==> src/rtl/delta_sigma_dac_mc.sv <==
// delta_sigma_dac_mc: multi-channel first/second-order delta-sigma DAC with a buffered sample handshake
module delta_sigma_dac_mc #(
  parameter int BW = 14,
  parameter int NCH = 2,
  parameter int DIV_W = 8
) (
  input  logic               clk_i,
  input  logic               rst_i,
  input  logic               en_i,
  input  logic               mode_i,
  input  logic [DIV_W-1:0]   div_i,
  input  logic               s_valid_i,
  output logic               s_ready_o,
  input  logic [NCH*BW-1:0]  s_data_i,
  output logic [NCH-1:0]     dac_o,
  output logic               sat_o
);
  localparam int W = BW + 4;
  localparam logic signed [W+1:0] FB = {{(W+2-BW){1'b0}}, 1'b1, {(BW-1){1'b0}}};
  localparam logic signed [W+1:0] MAXV = {3'b000, {(W-1){1'b1}}};
  localparam logic signed [W+1:0] MINV = {3'b111, {(W-1){1'b0}}};
  logic [DIV_W-1:0] cnt;
  logic pend_full, mode_q, tick, xfer;
  logic [NCH*BW-1:0] pend, act, x_all;
  logic [NCH-1:0][BW-1:0] acc, acc_n;
  logic [NCH-1:0][W-1:0] i1, i2, i1_n, i2_n;
  logic [NCH-1:0] dac1_n, dac2_n, sat_n;
  assign tick = en_i && cnt == div_i;
  assign xfer = tick && pend_full;
  assign x_all = xfer ? pend : act;
  assign s_ready_o = !pend_full;
  for (genvar k = 0; k < NCH; k++) begin : g_ch
    logic [BW-1:0] x;
    logic [BW:0] s;
    logic signed [W+1:0] fb, a_raw, a, b_raw, b;
    // per-channel next state for both modulator orders, integrators clamped to W bits
    always_comb begin
      x = x_all[k*BW +: BW];
      s = {1'b0, acc[k]} + {1'b0, ~x[BW-1], x[BW-2:0]};
      fb = dac_o[k] ? FB : -FB;
      a_raw = {{2{i1[k][W-1]}}, i1[k]} + {{(W+2-BW){x[BW-1]}}, x} - fb;
      a = a_raw > MAXV ? MAXV : a_raw < MINV ? MINV : a_raw;
      b_raw = {{2{i2[k][W-1]}}, i2[k]} + a - fb;
      b = b_raw > MAXV ? MAXV : b_raw < MINV ? MINV : b_raw;
    end
    assign acc_n[k] = s[BW-1:0];
    assign dac1_n[k] = s[BW];
    assign i1_n[k] = a[W-1:0];
    assign i2_n[k] = b[W-1:0];
    assign dac2_n[k] = !b[W+1];
    assign sat_n[k] = a != a_raw || b != b_raw;
  end
  // tick counter, sample buffers and modulator state; a pending mode change costs one silent tick
  always_ff @(posedge clk_i or negedge rst_i) begin
    if (!rst_i) begin
      cnt <= '0;
      pend_full <= 1'b0;
      pend <= '0;
      act <= '0;
      mode_q <= 1'b0;
      acc <= '0;
      i1 <= '0;
      i2 <= '0;
      dac_o <= '0;
      sat_o <= 1'b0;
    end else begin
      cnt <= (!en_i || cnt >= div_i) ? '0 : cnt + 1'b1;
      if (xfer) begin
        act <= pend;
        pend_full <= 1'b0;
      end else if (s_valid_i && !pend_full) begin
        pend <= s_data_i;
        pend_full <= 1'b1;
      end
      if (!en_i || (tick && mode_i != mode_q)) begin
        acc <= '0;
        i1 <= '0;
        i2 <= '0;
        dac_o <= '0;
        mode_q <= mode_i;
        if (!en_i) sat_o <= 1'b0;
      end else if (tick && mode_q) begin
        i1 <= i1_n;
        i2 <= i2_n;
        dac_o <= dac2_n;
        sat_o <= sat_o | (|sat_n);
      end else if (tick) begin
        acc <= acc_n;
        dac_o <= dac1_n;
      end
    end
  end
endmodule

==> config.mk <==
export PLATFORM = sky130hd
export DESIGN_NAME = delta_sigma_dac_mc
export DESIGN_NICKNAME = d
export VERILOG_FILES = /design/src/rtl/delta_sigma_dac_mc.sv
export SDC_FILE = /design/constraint.sdc
export NUM_CORES = 1
export LEC_CHECK = 0
export BUFFER_PORTS_ARGS = -buffer_cell sky130_fd_sc_hd__buf_2
export CORE_ASPECT_RATIO = 0.75
export CORE_UTILIZATION = 62
export CTS_CLUSTER_DIAMETER = 60
export DETAILED_ROUTE_END_ITERATION = 8
export HOLD_SLACK_MARGIN = 0.12
export PLACE_DENSITY_LB_ADDON = 0.05
export SYNTH_ARGS = -nofsm -noshare
export SYNTH_HDL_FRONTEND = slang
export SYNTH_SLANG_ARGS = --single-unit
==> constraint.sdc <==
create_clock -name clk_i -period 14.87 [get_ports clk_i]
set_clock_uncertainty 0.2 [all_clocks]
set_input_delay 0.7435 -clock clk_i [delete_from_list [all_inputs] [get_ports clk_i]]
set_output_delay 0.7435 -clock clk_i [all_outputs]
set_load 0.02 [all_outputs]
### Word-level counts from Yosys, hierarchy flattened

Index checks and enable logic that the tools add are counted.

* register bits: 169
* input bits: 41
* logic and storage cells: 93

* add/subtract/negate cells: 11
* magnitude comparators: 9
* eq/ne operators: 8
* mux-type cells: 27
* bitwise gates (word level): 4
* reductions and logical operators: 21

Operators with widths (count)
* 2-to-1 mux 20 bit: 10
* 2-to-1 mux 36 bit: 4
* 2-to-1 mux 28 bit: 4
* > comparator 20 x 18 -> 1 bit, second input constant: 4
* < comparator 20 x 18 -> 1 bit, second input constant: 4
* != test 20 bit: 4
* subtractor 20 bit: 4
* adder 20 bit: 2
* adder 18 x 14 -> 19 bit: 2
* adder 14 x 14 -> 15 bit: 2
* adder 8 x 1 -> 8 bit, second input constant: 1
* == test 8 bit: 1
* >= comparator 8 bit: 1
* 2-to-1 mux 8 bit: 1
* 2-to-1 mux 2 bit: 3
* AND reduction 2 bit: 3
* nonzero test 2 bit: 3
* logical AND 1 bit: 5
* 2-to-1 mux 1 bit: 5
* logical NOT 1 bit: 4
* logical OR 1 bit: 4
* != test 2 bit, second input constant: 2
* NOT 1 bit: 3
* nonzero test 3 bit: 1
* other kinds (3): 3

### Logic depth before layout (Yosys ltp)

* word-level depth: 20
* depth in mapped cells: 50
* mapped depth without buffers: 48

### Least setup slack after synthesis

No wires, ideal clock.

* kind: input -> register
* start point: input div_i[5]
* end point: register i2[24] in the netlist's numbering
* arrival time: 11.065 ns
* data required time: 14.603 ns
* path slack: 3.538 ns
* stages on the path: 48
* path buffers: 5
* cell sequence: inv_1 -> ha_1 -> nand4_1 -> nor2_1 -> and2_1 -> nand2_1 -> clkbuf_1 -> buf_1 -> mux2_2 -> ha_1 -> fa_1 -> a21o_1 -> a221oi_1 -> nor3_1 -> o22a_1 -> a21oi_1 -> nor2b_1 -> o21a_1 -> [... 12 more ...] -> o21a_1 -> ha_1 -> inv_1 -> ha_1 -> a21o_1 -> a31o_1 -> a221o_1 -> a311oi_1 -> nor2_1 -> o2111a_1 -> a211oi_1 -> xor2_1 -> inv_1 -> or3_1 -> ha_1 -> nor2_1 -> clkbuf_1 -> a221o_1

* cells in the longest elaborated chain, start to end: 16
* elaborated cells on any way between the ends: 22
* classes of those cells: 4 x add/sub; 4 x order compare; 1 x eq/ne; 7 x mux; 6 x reduce/logical

RTL lines
* from (decl): line 11 `input logic [DIV_W-1:0] div_i,`
* == test 8 bit (*): line 28 `assign tick = en_i && cnt == div_i;`
* logical AND 1 bit (*): line 28
* logical AND 1 bit (*): line 29 `assign xfer = tick && pend_full;`
* 2-to-1 mux 28 bit (*)
* named net x_all[14]: line 24 `logic [NCH*BW-1:0] pend, act, x_all;`
* adder 18 x 14 -> 19 bit (*): line 41 `a_raw = {{2{i1[k][W-1]}}, i1[k]} + {{(W+2-BW){x[BW-1]}}, x} - fb;`
* subtractor 20 bit (*): line 41
* < comparator 20 x 18 -> 1 bit: line 42 `a = a_raw > MAXV ? MAXV : a_raw < MINV ? MINV : a_raw;`
* 2-to-1 mux 20 bit: line 42
* 2-to-1 mux 20 bit (*): line 42
* adder 20 bit (*): line 43 `b_raw = {{2{i2[k][W-1]}}, i2[k]} + a - fb;`
* subtractor 20 bit (*): line 43
* < comparator 20 x 18 -> 1 bit: line 44 `b = b_raw > MAXV ? MAXV : b_raw < MINV ? MINV : b_raw;`
* 2-to-1 mux 20 bit: line 44
* 2-to-1 mux 20 bit (*): line 44
* 2-to-1 mux 36 bit (*): line 82 `end else if (tick && mode_q) begin`
* 2-to-1 mux 36 bit (*): line 75 `if (!en_i || (tick && mode_i != mode_q)) begin`
* to (signal assigned): line 84 `i2 <= i2_n;`
* to (decl): line 26 `logic [NCH-1:0][W-1:0] i1, i2, i1_n, i2_n;`

Mark *: on every way through the listed nets, which the timed path passes. The rest lies on a longest branch. The select of a mux whose other input is x is not followed.
A chain may end at the register's enable or synchronous reset.

### Worst setup path in the final report

* start point: register cnt[1]
* end point: register i2[26] in the netlist's numbering

* cells in the longest elaborated chain, start to end: 16
* elaborated cells on any way between the ends: 22
* classes of those cells: 4 x add/sub; 4 x order compare; 1 x eq/ne; 7 x mux; 6 x reduce/logical

RTL lines
* from (decl): line 22 `logic [DIV_W-1:0] cnt;`
* from (signal assigned): line 67 `cnt <= (!en_i || cnt >= div_i) ? '0 : cnt + 1'b1;`
* == test 8 bit (*): line 28
* logical AND 1 bit (*): line 28
* logical AND 1 bit (*): line 29
* 2-to-1 mux 28 bit (*)
* named net x_all[17]: line 24
* adder 18 x 14 -> 19 bit (*): line 41
* subtractor 20 bit (*): line 41
* < comparator 20 x 18 -> 1 bit: line 42
* 2-to-1 mux 20 bit: line 42
* 2-to-1 mux 20 bit (*): line 42
* adder 20 bit (*): line 43
* subtractor 20 bit (*): line 43
* < comparator 20 x 18 -> 1 bit: line 44
* 2-to-1 mux 20 bit: line 44
* 2-to-1 mux 20 bit (*): line 44
* 2-to-1 mux 36 bit (*): line 82
* 2-to-1 mux 36 bit (*): line 75

Marked as above.

==> impl_summary.txt <==
----------------------------------------------------
[Status]
  Result of the run ... finished clean

[STA]
  RSZ-0062 raised after global routing ... no
  Final critical-path share of the clock period ... 0.8165
  Sum of negative setup slack ... 0 ps
  Transition time at the pin with the least slew margin ... 1208 ps
  Final period demand of the worst path ... ~12,000 ps
  Maximum frequency from static timing analysis ... 82.36 MHz
  Relative slew slack ... 0.1916
  Count of endpoints failing setup in the final report ... 0
  Final slew viol count ... 0
  Final number of hold-violating endpoints ... 0
  Worst slack on hold paths ... 248.4 ps
  Final worst-path setup slack ... roughly 2700 ps

[GRT]
  Initial antenna violation count ... 1
  Global routing usage summed across all routing layers ... 0.3045
  Wire length of the first global-routing pass ... 51,960 um
  Final global-route overflow total ... 0
  Number of global-route vias before repair ... ~10k
  Maximum number of pins on one net before global-route repair ... about 110

[Floorplan]
  Row Count ... 45
  Die W ... between 150 and 200 um
  Floorplan die area ... ~22,000 um^2
  Floorplan Core Area ... 20,490 um^2
  Starting utilization of the core area ... 0.6411
  Height of the chip ... ~130 um
  Top Ports ... 45

[Pwr]
  Maximum resistive drop on vdd ... slightly below 90 uV
  Sw Ratio ... 0.3948
  Switching Power ... ~630 uW
  Int Pwr ... about 960 uW
  Sequential power share ... 0.308
  Proportion of power drawn by combinational gates ... 0.414
  Leak Pwr ... 0.006964 uW
  Power per Cell Area ... roughly 110 nW/um^2
  Clock group share of total power ... 0.278

[Setup path]
  Startpoint kind of the worst setup timing path ... flip-flop
  Setup crit end kind ... flip-flop
  Setup CP Type ... reg -> reg
  Cell type of the slowest stage on the worst timing path ... sky130_fd_sc_hd__nor2_1
  RR Endpoint ... i2[26]$_DFFE_PN0P_
  Slack of the worst reg-to-reg path ... roughly 2700 ps
  Cell mode on critical path ... sky130_fd_sc_hd__ha_1
  Startpoint of the worst-slack reg-to-reg timing path ... cnt[1]$_DFF_PN0_
  Maximum fanout count along the critical path ... 23
  CP Data Arrival Time ... around 12,000 ps
  Required arrival time at the worst endpoint ... roughly 15,000 ps
  Worst stage delay on the critical path ... 930 ps
  Worst Reg-to-Reg Cells ... 42

[Drt]
  Antenna-violating nets left ... 0
  Drt first pass iters ... 5
  Wirelength, routed ... between 30,000 and 40,000 um
  Post-route DRC violation count ... 0
  Average routed wire per standard cell ... between 15 and 20 um
  Vias post-DR ... 10.76k
  First DRT Iteration DRCs ... between 800 and 900
  Via-per-instance ratio ... 6.094

[Finish]
  Area occupied by multi-input gates ... slightly above 8000 um^2
  Most common library cell in the layout ignoring fill and taps ... sky130_fd_sc_hd__dfrtp_1
  Area growth from synthesis to layout ... 8.152%
  Most used cells in the layout excluding fill and tap cells ... sky130_fd_sc_hd__dfrtp_1 (169), sky130_fd_sc_hd__ha_1 (155), sky130_fd_sc_hd__inv_1 (146), sky130_fd_sc_hd__o21ai_0 (114), sky130_fd_sc_hd__nand2_1 (105)
  Fill cell instance count of the final layout ... ~1.7k
  Sequential cell area ... 4229 um^2
  Proportion of layout cells with a drive suffix above 1 ... 0.1025
  Diodes inserted ... 0
  Final std cells w/o fill ... ~1.8k
  Net count, final ... between 1.5k and 2k

[Logic synthesis]
  Area fraction in and, or, nand and nor cells after synthesis ... 0.1349
  Mapped Nets ... approximately 1.7k
  Multiplexer fraction of the synthesized cell area ... 0.05038
  Number of flops mapped to enable cells by yosys ... 0
  Proportion of register bits with asynchronous set or reset after synthesis ... 1.000
  Synthesized area per cell ... between 9 and 10 um^2
  Gate count after technology mapping ... 1,439
  Combinational family with the most area after synthesis ... compound AO/OA/AOI/OAI gates
  Synth Area in Adders ... 0.1720
  Total standard cell area after synthesis ... approximately 13,000 um^2
  Prevailing post-synth register cell ... sky130_fd_sc_hd__dfrtp_1
  Part of the Yosys area used for sequential elements ... 0.3219
  Main area contributors after synthesis ... sky130_fd_sc_hd__dfrtp_1 (32%), sky130_fd_sc_hd__ha_1 (15%), sky130_fd_sc_hd__mux2_2 (4.9%)
  Cell variety after synth ... 70
  Xor-xnor portion of the synthesized cell area ... 0.06266
  Cell type with the largest total area after synthesis ... sky130_fd_sc_hd__dfrtp_1
  Flip-flop and latch count after synthesis ... around 170
  Synth top area share ... 0.3219
  Area fraction in compound gates after synthesis ... 0.2055
  Number of synthesis warnings ... 0

[Flow run]
  Reported max-cap violation count ... 0

[CTS]
  Maximum root-to-sink buffer count ... 2
  Number of buffers inserted during clock tree synthesis ... 17
  Post-CTS Setup Inserts ... 0
  Clock tree from TritonCTS ... built
  Root Driver ... sky130_fd_sc_hd__clkbuf_16
  Number of clock sinks ... between 150 and 200
  Hold-fix buffers, CTS ... 0
  Clock H-tree levels ... 4
  Clock latency at the later pin of the worst-skew pair ... approximately 440 ps
  Clk pin slew, worst setup/hold paths ... around 70 ps
  Quantity of gates resized following cts ... 0

[Placed design]
  Post-DP HPWL ... approximately 23,000 um
  Total of buffers placed on input and output ports ... 44
  Placed insts ... between 1.5k and 2k
  Placer congestion estimate ... roughly 0.91
  Post-Place Worst Slack ... 2426 ps

[Hold path]
  Min-delay worst type ... in -> async

----------------------------------------------------
-- through the flow --
stage	area, um^2	utilization	power, uW
after global routing	14210	0.6933	1687
after CTS	14210	0.6933	1579
after floorplan	13140	-	989.5
after detailed placement	13630	0.6652	1135
final	14210	0.6933	1586
after global placement	13630	0.6652	1125
-- power groups by stage --
stage | sequential (uW) | combinational [uW] | clock [uW]
2_1_floorplan | 493 | 497 | 0
3_3_place_gp | 497 | 629 | 0
3_5_place_dp | 497 | 638 | 0
4_1_cts | 488 | 644 | 446
5_1_grt | 490 | 729 | 467
6_report | 488 | 657 | 441
-- routing by layer --
| layer | global-route usage | share of wire | vias up |
|---|---|---|---|
| met5 | 0 | 0.00032 | - |
| met4 | 0.06624 | 0.012 | 2 |
| met3 | 0.06638 | 0.077 | 34 |
| met2 | 0.4339 | 0.40 | 325 |
| met1 | 0.4682 | 0.51 | 5169 |
| li1 | - | - | 5226 |
-- registers in the layout, summed over array words and instances (netlist names) --
name       cells
pend          28
acc           28
i1            36
i2            36
pend_full      1
cnt            8
mode_q         1
dac_o          2
sat_o          1
act           28
-- how the worst max path moves through the flow --
stage                          start                 end  cells past startpoint
global placement            div_i[1]  i2[33]$_DFFE_PN0P_                     44
floorplan                   div_i[5]  i2[24]$_DFFE_PN0P_                     48
CTS                 cnt[0]$_DFF_PN0_  i2[29]$_DFFE_PN0P_                     43
global route        cnt[0]$_DFF_PN0_   sat_o$_DFFE_PN0P_                     48
detailed placement          div_i[5]  i2[24]$_DFFE_PN0P_                     44
finish              cnt[1]$_DFF_PN0_  i2[26]$_DFFE_PN0P_                     42
-- cell families (layout without fill, tap and decap cells) --
kind of cell               count (synthesis)  count (layout)
AOI/OAI and AO/OA                        405             405
and+or+nand+nor                          357             357
buffers and inverters                    184             228
adders and majority gates                171             171
DFF                                      169             169
xor gates and xnor gates                  94              94
muxes                                     59              59
-- cell type report --
type                    instances  area share
clock buffers                  17     0.02994
clock inverters                15     0.01065
inverters                     146     0.03857
multi-input cells            1086      0.5793
flip-flops and latches        169      0.2976
well taps                     282     0.02483
repair buffers                 50     0.01911
-- cell usage after synthesis, types with 8 or more instances --
cell,instances
sky130_fd_sc_hd__or4_1,8
sky130_fd_sc_hd__a31oi_1,8
sky130_fd_sc_hd__inv_1,146
sky130_fd_sc_hd__nand2_1,105
sky130_fd_sc_hd__nand3_1,31
sky130_fd_sc_hd__a21oi_1,72
sky130_fd_sc_hd__and3_1,9
sky130_fd_sc_hd__a21o_1,25
sky130_fd_sc_hd__a21boi_0,12
sky130_fd_sc_hd__nor3_1,32
sky130_fd_sc_hd__xor2_1,46
sky130_fd_sc_hd__nand2b_1,14
sky130_fd_sc_hd__nand4_1,8
sky130_fd_sc_hd__and2_1,15
sky130_fd_sc_hd__nor4_1,8
sky130_fd_sc_hd__dfrtp_1,169
sky130_fd_sc_hd__a211oi_1,10
sky130_fd_sc_hd__nor2_1,80
sky130_fd_sc_hd__clkbuf_1,36
sky130_fd_sc_hd__nor2b_1,18
sky130_fd_sc_hd__o211ai_1,9
sky130_fd_sc_hd__mux2_2,57
sky130_fd_sc_hd__fa_1,16
sky130_fd_sc_hd__a221o_1,18
sky130_fd_sc_hd__o21ai_0,115
sky130_fd_sc_hd__a22o_1,25
sky130_fd_sc_hd__ha_1,155
sky130_fd_sc_hd__o31ai_1,12
sky130_fd_sc_hd__o21a_1,39
sky130_fd_sc_hd__xnor2_1,48
-- critical path, delay by kind of cell (launching register included) --
family,cells,cell delay (ps)
buffers and inverters,4,760
AOI/OAI and AO/OA,14,3740
adders and majority gates,7,2630
DFF,1,430
muxes,1,420
xor gates and xnor gates,3,870
and+or+nand+nor,13,3020
Power figures use the tool's default switching activity.
